### src/rtl/xorcollapse_if.sv
// -----------------------------------------------------------------------------
// xorcollapse_if
// Handshake and result bundle for the xorcollapse serial decoder.
//
// Parameter:
//   RNDSIZE  width of the reconstructed vector r (>= 2), defaults to `RNDSIZE
//
// Signals (direction seen from the decoder, i.e. the slave modport):
//   start     in   begin a decode (sampled in IDLE only)
//   r0        in   value of r[0], sampled with start
//   p_valid   in   p_bit carries a valid expansion bit
//   p_bit     in   next expansion bit, ascending index k
//   p_ready   out  decoder accepts a bit this cycle
//   busy      out  decode in progress
//   r_out     out  reconstructed r
//   r_valid   out  one-cycle pulse, r_out / mismatch / err_k final
//   mismatch  out  sticky consistency-error flag
//   err_k     out  index of the first inconsistent bit
// -----------------------------------------------------------------------------
`ifndef RNDSIZE
`define RNDSIZE 16
`endif

interface xorcollapse_if #(
  parameter int RNDSIZE = `RNDSIZE
);
  localparam int NP = RNDSIZE * (RNDSIZE - 1) / 2;
  localparam int KW = (NP > 1) ? $clog2(NP) : 1;

  logic               start;
  logic               r0;
  logic               p_valid;
  logic               p_bit;
  logic               p_ready;
  logic               busy;
  logic [RNDSIZE-1:0] r_out;
  logic               r_valid;
  logic               mismatch;
  logic [KW-1:0]      err_k;

  // Producer side: drives the request and the bit stream.
  modport master (
    output start, r0, p_valid, p_bit,
    input  p_ready, busy, r_out, r_valid, mismatch, err_k
  );

  // Decoder side.
  modport slave (
    input  start, r0, p_valid, p_bit,
    output p_ready, busy, r_out, r_valid, mismatch, err_k
  );
endinterface

### src/rtl/xorcollapse.sv
// -----------------------------------------------------------------------------
// xorcollapse
// Serial decoder for the pairwise-XOR expansion p[k] = r[i]^r[j] (i<j, i outer,
// j inner). Bits arrive one per handshake in ascending k. The first RNDSIZE-1
// bits (pairs (0,j)) fully determine r given r[0]; the remaining bits are
// redundant and are optionally checked for consistency.
//
// Ports:
//   clk    in   rising-edge clock
//   rst_n  in   asynchronous active-low reset
//   bus    xorcollapse_if.slave: start/r0 request, p_valid/p_bit/p_ready
//          stream, busy, r_out, r_valid, mismatch, err_k results
//
// Configuration macros:
//   RNDSIZE               default width of r (16 if undefined)
//   XORCOLLAPSE_CHECK_EN  when defined, redundant pairs are compared and the
//                         first bad index is reported; when undefined the
//                         redundant bits are consumed and discarded, and
//                         mismatch/err_k are tied to zero.
// -----------------------------------------------------------------------------
`ifndef RNDSIZE
`define RNDSIZE 16
`endif

module xorcollapse #(
  parameter int RNDSIZE = `RNDSIZE
) (
  input  logic          clk,
  input  logic          rst_n,
  xorcollapse_if.slave  bus
);

  localparam int NP = RNDSIZE * (RNDSIZE - 1) / 2;
  localparam int KW = (NP > 1) ? $clog2(NP) : 1;
  localparam int IW = $clog2(RNDSIZE);

  localparam logic [IW-1:0] LAST_J = IW'(RNDSIZE - 1);
  localparam logic [KW-1:0] LAST_K = KW'(NP - 1);

  localparam logic [1:0] S_IDLE    = 2'd0;
  localparam logic [1:0] S_RECOVER = 2'd1;
  localparam logic [1:0] S_CHECK   = 2'd2;
  localparam logic [1:0] S_DONE    = 2'd3;

  logic [1:0]         r_state;
  logic [IW-1:0]      r_i;
  logic [IW-1:0]      r_j;
  logic [KW-1:0]      r_k;
  logic [RNDSIZE-1:0] r_rout;

  logic w_ready;
  logic w_xfer;
  logic w_start_acc;

  // Ready depends on state only, never on p_valid.
  assign w_ready     = (r_state == S_RECOVER) || (r_state == S_CHECK);
  assign w_xfer      = w_ready & bus.p_valid;
  assign w_start_acc = (r_state == S_IDLE) & bus.start;

  assign bus.p_ready = w_ready;
  assign bus.busy    = w_ready;
  assign bus.r_valid = (r_state == S_DONE);
  assign bus.r_out   = r_rout;

  // Control and reconstruction. r_out[0] holds r0 for the whole decode, so it
  // doubles as the reference bit during RECOVER.
  always_ff @(posedge clk or negedge rst_n) begin
    if (!rst_n) begin
      r_state <= S_IDLE;
      r_i     <= '0;
      r_j     <= '0;
      r_k     <= '0;
      r_rout  <= '0;
    end else begin
      case (r_state)
        S_IDLE: begin
          if (bus.start) begin
            r_rout  <= {{(RNDSIZE-1){1'b0}}, bus.r0};
            r_i     <= '0;
            r_j     <= IW'(1);
            r_k     <= '0;
            r_state <= S_RECOVER;
          end
        end

        S_RECOVER: begin
          if (w_xfer) begin
            r_rout[r_j] <= r_rout[0] ^ bus.p_bit;
            // k saturates at NP-1; only the RNDSIZE=2 case ends here.
            if (r_k != LAST_K) begin
              r_k <= r_k + 1'b1;
            end
            if (r_j == LAST_J) begin
              if (RNDSIZE == 2) begin
                r_state <= S_DONE;
              end else begin
                r_i     <= IW'(1);
                r_j     <= IW'(2);
                r_state <= S_CHECK;
              end
            end else begin
              r_j <= r_j + 1'b1;
            end
          end
        end

        S_CHECK: begin
          if (w_xfer) begin
            if (r_k == LAST_K) begin
              // Final pair; counters are left as-is and reloaded on next start.
              r_state <= S_DONE;
            end else begin
              r_k <= r_k + 1'b1;
              if (r_j == LAST_J) begin
                r_i <= r_i + 1'b1;
                r_j <= r_i + IW'(2);
              end else begin
                r_j <= r_j + 1'b1;
              end
            end
          end
        end

        S_DONE: begin
          r_state <= S_IDLE;
        end

        default: begin
          r_state <= S_IDLE;
        end
      endcase
    end
  end

`ifdef XORCOLLAPSE_CHECK_EN
  logic          r_mismatch;
  logic [KW-1:0] r_err_k;
  logic          w_bad;

  // Redundant bit disagrees with the pair recovered from the first row.
  assign w_bad = bus.p_bit ^ r_rout[r_i] ^ r_rout[r_j];

  always_ff @(posedge clk or negedge rst_n) begin
    if (!rst_n) begin
      r_mismatch <= 1'b0;
      r_err_k    <= '0;
    end else if (w_start_acc) begin
      r_mismatch <= 1'b0;
      r_err_k    <= '0;
    end else if ((r_state == S_CHECK) && w_xfer && w_bad && !r_mismatch) begin
      // Only the first error is recorded; later ones leave err_k alone.
      r_mismatch <= 1'b1;
      r_err_k    <= r_k;
    end
  end

  assign bus.mismatch = r_mismatch;
  assign bus.err_k    = r_err_k;
`else
  assign bus.mismatch = 1'b0;
  assign bus.err_k    = '0;
`endif

endmodule

### src/flat_wrapper.sv
// flat-port wrapper written by rule: the top's interface ports become plain ports
module xorcollapse_flat 
#(
  parameter int RNDSIZE = `RNDSIZE
)
  (clk, rst_n, bus_start, bus_r0, bus_p_valid, bus_p_bit, bus_p_ready, bus_busy, bus_r_out, bus_r_valid, bus_mismatch, bus_err_k);
  xorcollapse_if #(.RNDSIZE(RNDSIZE)) bus_i ();
  input  logic clk;
  input  logic rst_n;
  input wire logic [$bits(bus_i.start)-1:0] bus_start;
  input wire logic [$bits(bus_i.r0)-1:0] bus_r0;
  input wire logic [$bits(bus_i.p_valid)-1:0] bus_p_valid;
  input wire logic [$bits(bus_i.p_bit)-1:0] bus_p_bit;
  output wire logic [$bits(bus_i.p_ready)-1:0] bus_p_ready;
  output wire logic [$bits(bus_i.busy)-1:0] bus_busy;
  output wire logic [$bits(bus_i.r_out)-1:0] bus_r_out;
  output wire logic [$bits(bus_i.r_valid)-1:0] bus_r_valid;
  output wire logic [$bits(bus_i.mismatch)-1:0] bus_mismatch;
  output wire logic [$bits(bus_i.err_k)-1:0] bus_err_k;
  assign bus_i.start = bus_start;
  assign bus_i.r0 = bus_r0;
  assign bus_i.p_valid = bus_p_valid;
  assign bus_i.p_bit = bus_p_bit;
  assign bus_p_ready = bus_i.p_ready;
  assign bus_busy = bus_i.busy;
  assign bus_r_out = bus_i.r_out;
  assign bus_r_valid = bus_i.r_valid;
  assign bus_mismatch = bus_i.mismatch;
  assign bus_err_k = bus_i.err_k;
  xorcollapse #(.RNDSIZE(RNDSIZE)) u_core (.clk(clk), .rst_n(rst_n), .bus(bus_i));
endmodule
### config.mk
export PLATFORM = sky130hd
export DESIGN_NAME = xorcollapse_flat
export DESIGN_NICKNAME = d
export VERILOG_FILES = /design/src/rtl/xorcollapse_if.sv /design/src/rtl/xorcollapse.sv /design/src/flat_wrapper.sv
export SDC_FILE = /design/constraint.sdc
export NUM_CORES = 1
export LEC_CHECK = 0
export CAP_MARGIN = 20
export CORE_UTILIZATION = 48
export DETAILED_ROUTE_END_ITERATION = 12
export PLACE_DENSITY = 0.72
export SKIP_CTS_REPAIR_TIMING = 1
export SYNTH_ARGS = -nofsm -noshare
export SYNTH_HDL_FRONTEND = slang
export SYNTH_SLANG_ARGS = --single-unit
### constraint.sdc
create_clock -name clk -period 1.91 [get_ports clk]
set_input_delay 0.2865 -clock clk [delete_from_list [all_inputs] [get_ports clk]]
set_output_delay 0.2865 -clock clk [all_outputs]
set_load 0.1 [all_outputs]
==> qor.txt, run 1 <==
Port Buffers: 24
crit path buf inv count: 1
# fillers: 324
share of cells above drive strength 1: 31.8%
crit path max-delay cell type: dfrtp_1
Hold WC Path Type: in -> async
crit path DAT: 2.07 ns
WS Path Type: reg -> reg
DRC: 0
die width: 68.3 um
Gate Count Post-Synth: 225
Final Skew: 0.00884 ns
EDFF count, synth: 0
vias in the first global route: 1,811
Synth warnings: 0
Synth area leaders: dfrtp_1 39%, o21ai_0 7.4%, ha_1 7.1%, a21oi_1 4.5%, buf_4 3.6%
CP Launch Type: flip-flop
Mean Syn Cell Area: 9.38 sq um
Placed Cells: 317
top_reg_cell synth: dfrtp_1
row count: 23
max-cap viol count: 0
drt first pass iters: 4
synthesized area: 2110 sq um
WL final: 4980 um
Root Buffer: clkbuf_8
area delta synth->final: 30.6%
RSZ-0062 raised after global routing: true
largest net degree at the start of global routing: 34
Post-Synth Adder-Cell Area: 7.11%
Die Height: 68.3 um
Placement Cell Area: 2550 sq um
Vias/cell: 5.65
CP Max Fanout: 6
post-synthesis xor/xnor area fraction: 0.830%
power density over the cells: 1840 nW/um^2
H-tree levels: 2
drt wl/cell: 15.2 um
cell area after layout: 2760 sq um
post-synth top area share: 39.1%
core box area: 4120 sq um
non-filler cells, final: 327
antenna violations before repair: 0
Worst-path clk slew: 0.07 ns
critical path capture point type: flip-flop
GR Overflow Total: 0
max-slew violations: 0
Final Util: 67.0%
fmax: 0.528 GHz
I/O pin count: 33
first-pass GRT wire length: 8320 um
Initial Util: 51.3%
post-detail-place hpwl: 3460 um
Setup Viol. Count Final: 0
simple-gate share of the synthesized area: 16.3%
Hold Fails Final Rpt: 0
Min Hold Slack: 0.395 ns
sequential area share after synthesis: 39.1%
distinct cell type count after synthesis: 53
global-route usage over all layers: 24.2%
most common cell after layout, fill and taps aside: buf_4
Setup TNS Final: 0 ns
post-route ant nets: 0
DRT iter0 DRCs: 112
DIE AREA: 4670 sq um
most frequent cells in the layout: 48 x buf_4, 33 x dfrtp_1, 25 x o21ai_0, 19 x a21oi_1, 13 x nand2_1
Clock Tree Buf Depth: 2
ANT cells: 0
clock sink total: 33
period utilization: 99.1%
critical path data required time: 2.09 ns
vias: 1,848
dominant cell type by area after synthesis: dfrtp_1
Placer Congestion: 0.824
complex-gate fraction of the synthesized area: 24.5%
crit-path max cell delay: 0.40 ns
asr flop ratio synth: 100%
status: complete, no violations
CTS buffer count: 5
worst skew pair latency: 0.29 ns
crit-path leading delay family: compound AO/OA/AOI/OAI gates
leakage: 1.35 nW
Synth Register Bits: 33
Nets: 294
fin crit period: 1.89 ns
post-synthesis mux area share: 4.09%
largest family of logic cells by synthesized area: compound AO/OA/AOI/OAI gates
Worst VDD drop: 0.00196 V
CTS tree: built
worst-path cell chain: inv_2 -> ha_2 -> nor2b_4 -> or3_4 -> o21bai_4 -> a221o_1
[stage by stage]
stage	setup slack (ns)	power, mW
detailed placement	-0.137	4.10
global placement	-0.0996	4.07
CTS	-0.0709	4.90
global route	-0.0314	5.38
floorplan	-0.206	3.16
finish	0.0175	5.07
[worst paths after layout]
kind / to / slack (ns) / start / cells after the start
worst max-delay path: u_core.r_i[3] / 0.02 / u_core.r_state[0] / 6
worst min-delay path: u_core.r_state[0] / 0.39 / rst_n / 2
worst max register to register: u_core.r_i[3] / 0.02 / u_core.r_state[0] / 6
worst min register to register: u_core.bus.r_out[10] / 0.51 / u_core.bus.r_out[10] / 2
max in group asynchronous: u_core.r_k[4] / 1.19 / rst_n / 2
min in group clk: u_core.bus.r_out[10] / 0.51 / u_core.bus.r_out[10] / 2
[power breakdown]
part | internal [mW] | total (mW) | switching (mW)
sequential | 0.825 | 0.963 | 0.137
clock | 0.518 | 0.782 | 0.264
combinational | 1.35 | 3.33 | 1.97
[registers in the layout, indices dropped and copies added, names as in the netlist]
| register | count |
|---|---|
| u_core.r_state | 2 |
| u_core.r_i | 4 |
| u_core.bus.r_out | 16 |
| u_core.r_k | 7 |
| u_core.r_j | 4 |
[layout make-up]
| cell class | count | area (sq um) | area share (%) |
|---|---|---|---|
| inverters | 11 | 45.0 | 1.63 |
| well taps | 50 | 62.6 | 2.27 |
| flip-flops and latches | 33 | 826 | 30.0 |
| clock buffers | 5 | 68.8 | 2.50 |
| clock inverters | 3 | 65.1 | 2.36 |
| multi-input cells | 169 | 1220 | 44.2 |
| repair buffers | 56 | 470 | 17.1 |
[logic make-up (layout without fill, tap and decap cells)]
logic type / Yosys count / after routing
multiplexers: 8 / 8
adder cells (fa/ha/maj): 12 / 12
buffers and inverters: 30 / 75
AO/OA/AOI/OAI: 80 / 80
XOR/XNOR: 2 / 2
AND/OR/NAND/NOR: 59 / 59
other: 1 / 8
flip-flops: 33 / 33
[cells in the mapped netlist, drive strengths merged, types with 2 or more instances]
cell type and n:
dfrtp 33, o21ai 31, a21oi 19, nand2 15
buf 13, ha 12, inv 9, nor2 8
a211o 6, clkbuf 6, mux2i 6, and3 5
nor2b 5, a211oi 4, a21boi 3, and2 3
nand2b 3, nand3 3, nand4 3, nor3 3
a2111oi 2, a21o 2, a311oi 2, a41oi 2
and4 2, clkinv 2, mux2 2, nor4 2
o221ai 2, or2 2
[routing by layer]
layer	GRT usage [%]	vias to the layer above	wire (um)
met5	0	-	0
met4	9.64	0	75
met3	6.17	8	200
met2	39.7	42	2360
met1	30.2	895	2340
li1	-	903	-
Note: power is estimated with default switching activity, not from simulation.
==> run 2, diff against run 1 <==
- CORE_UTILIZATION: 48 -> 54
- PLACE_DENSITY: 0.72 -> 0.77
- clock period: 1.91 -> 1.9 ns (I/O delays scaled with it)
==> run 2 against run 1 <==
Sequential power hardly changed. Register-to-register slack is essentially flat. Critical path depth did not move. Clock power grew 0.6%. Global-route usage increased by 0.66 points. Worst setup slack improved by 0.0064 ns. Sequential cell count stayed put. Die area is 11% lower. Largest cell class unchanged. Highest routed layer unchanged.
==> qor.txt, run 2 (synthesis results as in run 1) <==
status: complete, no violations
post-detail-place hpwl: 3510 um
first-pass GRT wire length: 7980 um
core box area: 3720 sq um
drt wl/cell: 15.0 um
Final Skew: 0.00706 ns
pre-CTS setup slack: -0.194 ns
critical path capture point type: flip-flop
max-cap viol count: 0
power density over the cells: 1870 nW/um^2
Placed Cells: 316
non-filler cells, final: 325
most common cell after layout, fill and taps aside: buf_4
clock sink total: 33
crit-path leading delay family: simple AND/OR/NAND/NOR gates
GR Overflow Total: 0
CP Max Fanout: 4
critical path data required time: 2.06 ns
fin crit period: 1.88 ns
Final Util: 73.9%
Port Buffers: 24
CTS buffer count: 5
R2R depth: 6
Final WS setup: 0.0239 ns
worst-path cell chain: inv_2 -> ha_2 -> nor2b_4 -> or3_4 -> o21bai_4 -> a221o_1
most frequent cells in the layout: 47 x buf_4, 33 x dfrtp_1, 19 x a21oi_1, 16 x o21ai_1, 15 x o21ai_0
crit path max-delay cell type: dfrtp_1
antenna violations before repair: 0
CTS tree: built
post-route ant nets: 0
row count: 22
vias in the first global route: 1,811
combinational power share: 65.9%
RSZ-0062 raised after global routing: true
area delta synth->final: 30.1%
I/O pin count: 33
Initial Util: 56.8%
H-tree levels: 2
Vias/cell: 5.68
Worst VDD drop: 0.00160 V
CP Launch Type: flip-flop
Min Hold Slack: 0.403 ns
Clock Tree Buf Depth: 2
period utilization: 98.7%
Hold Fails Final Rpt: 0
Crit. path cell count: 6
crit path buf inv count: 1
sw frac: 46.6%
crit-path max cell delay: 0.40 ns
largest net degree at the start of global routing: 34
leakage: 1.35 nW
crit path DAT: 2.04 ns
Hold WC Path Type: in -> async
Seq pwr share: 18.8%
Root Buffer: clkbuf_8
vias: 1,847
DRC: 0
worst skew pair latency: 0.29 ns
Worst-path clk slew: 0.07 ns
clock power share: 15.3%
Setup Viol. Count Final: 0
WL final: 4880 um
fmax: 0.533 GHz
drt first pass iters: 4
Int Pwr: 2.75 mW
Largest register FFs: 16
global-route usage over all layers: 24.9%
DIE AREA: 4160 sq um
ANT cells: 0
share of cells above drive strength 1: 30.0%
Nets: 294
Setup TNS Final: 0 ns
Placer Congestion: 0.851
WS Path Type: reg -> reg
max-slew violations: 0
Switching Power: 2.39 mW
DRT iter0 DRCs: 164
die width: 64.5 um
Die Height: 64.5 um
==> run 2: final timing paths <==
path	slack, ns	startpoint	end
min in group clk	0.51	u_core.bus.r_out[11]	u_core.bus.r_out[11]
setup reg to reg	0.02	u_core.r_state[0]	u_core.r_i[3]
hold / removal	0.40	rst_n	u_core.r_state[1]
max in group asynchronous	1.19	rst_n	u_core.r_i[2]
hold reg to reg	0.51	u_core.bus.r_out[11]	u_core.bus.r_out[11]
setup / recovery	0.02	u_core.r_state[0]	u_core.r_i[3]
==> run 2: layout make-up <==
type	count	area (sq um)
Timing Repair Buffer	56	474
Inverter	11	45.0
Sequential cell	33	826
Clock buffer	5	68.8
Multi-Input combinational cell	169	1210
Tap cell	48	60.1
Clock inverter	3	65.1
Fill cell	279	971
==> run 2: per-layer routing <==
layer  GRT usage, %  vias up  share of wire (%)
met4           7.78        0                1.2
met2           44.5       49                 51
met1           29.8      881                 44
met3           5.11        7                4.1
met5              0        -                  0
li1               -      910                  -
==> run 2: stage by stage <==
step                power [mW]  instance area [sq um]
floorplan                 3.18                   2170
global placement          4.10                   2550
detailed placement        4.16                   2550
CTS                       4.96                   2690
global route              5.41                   2750
finish                    5.14                   2750
==> run 2: power groups by stage <==
stage	registers (mW)	logic [mW]	clock network (mW)
floorplan	1.13	2.05	0
global placement	0.967	3.13	0
detailed placement	0.975	3.18	0
CTS	0.962	3.20	0.799
global route	0.978	3.61	0.822
finish	0.965	3.39	0.787
==> run 3, diff against run 2 <==
- CAP_MARGIN: 20 -> default
==> results of run 3 <==
Same layout as run 2: the final DEF is identical, and so are final timing and power.
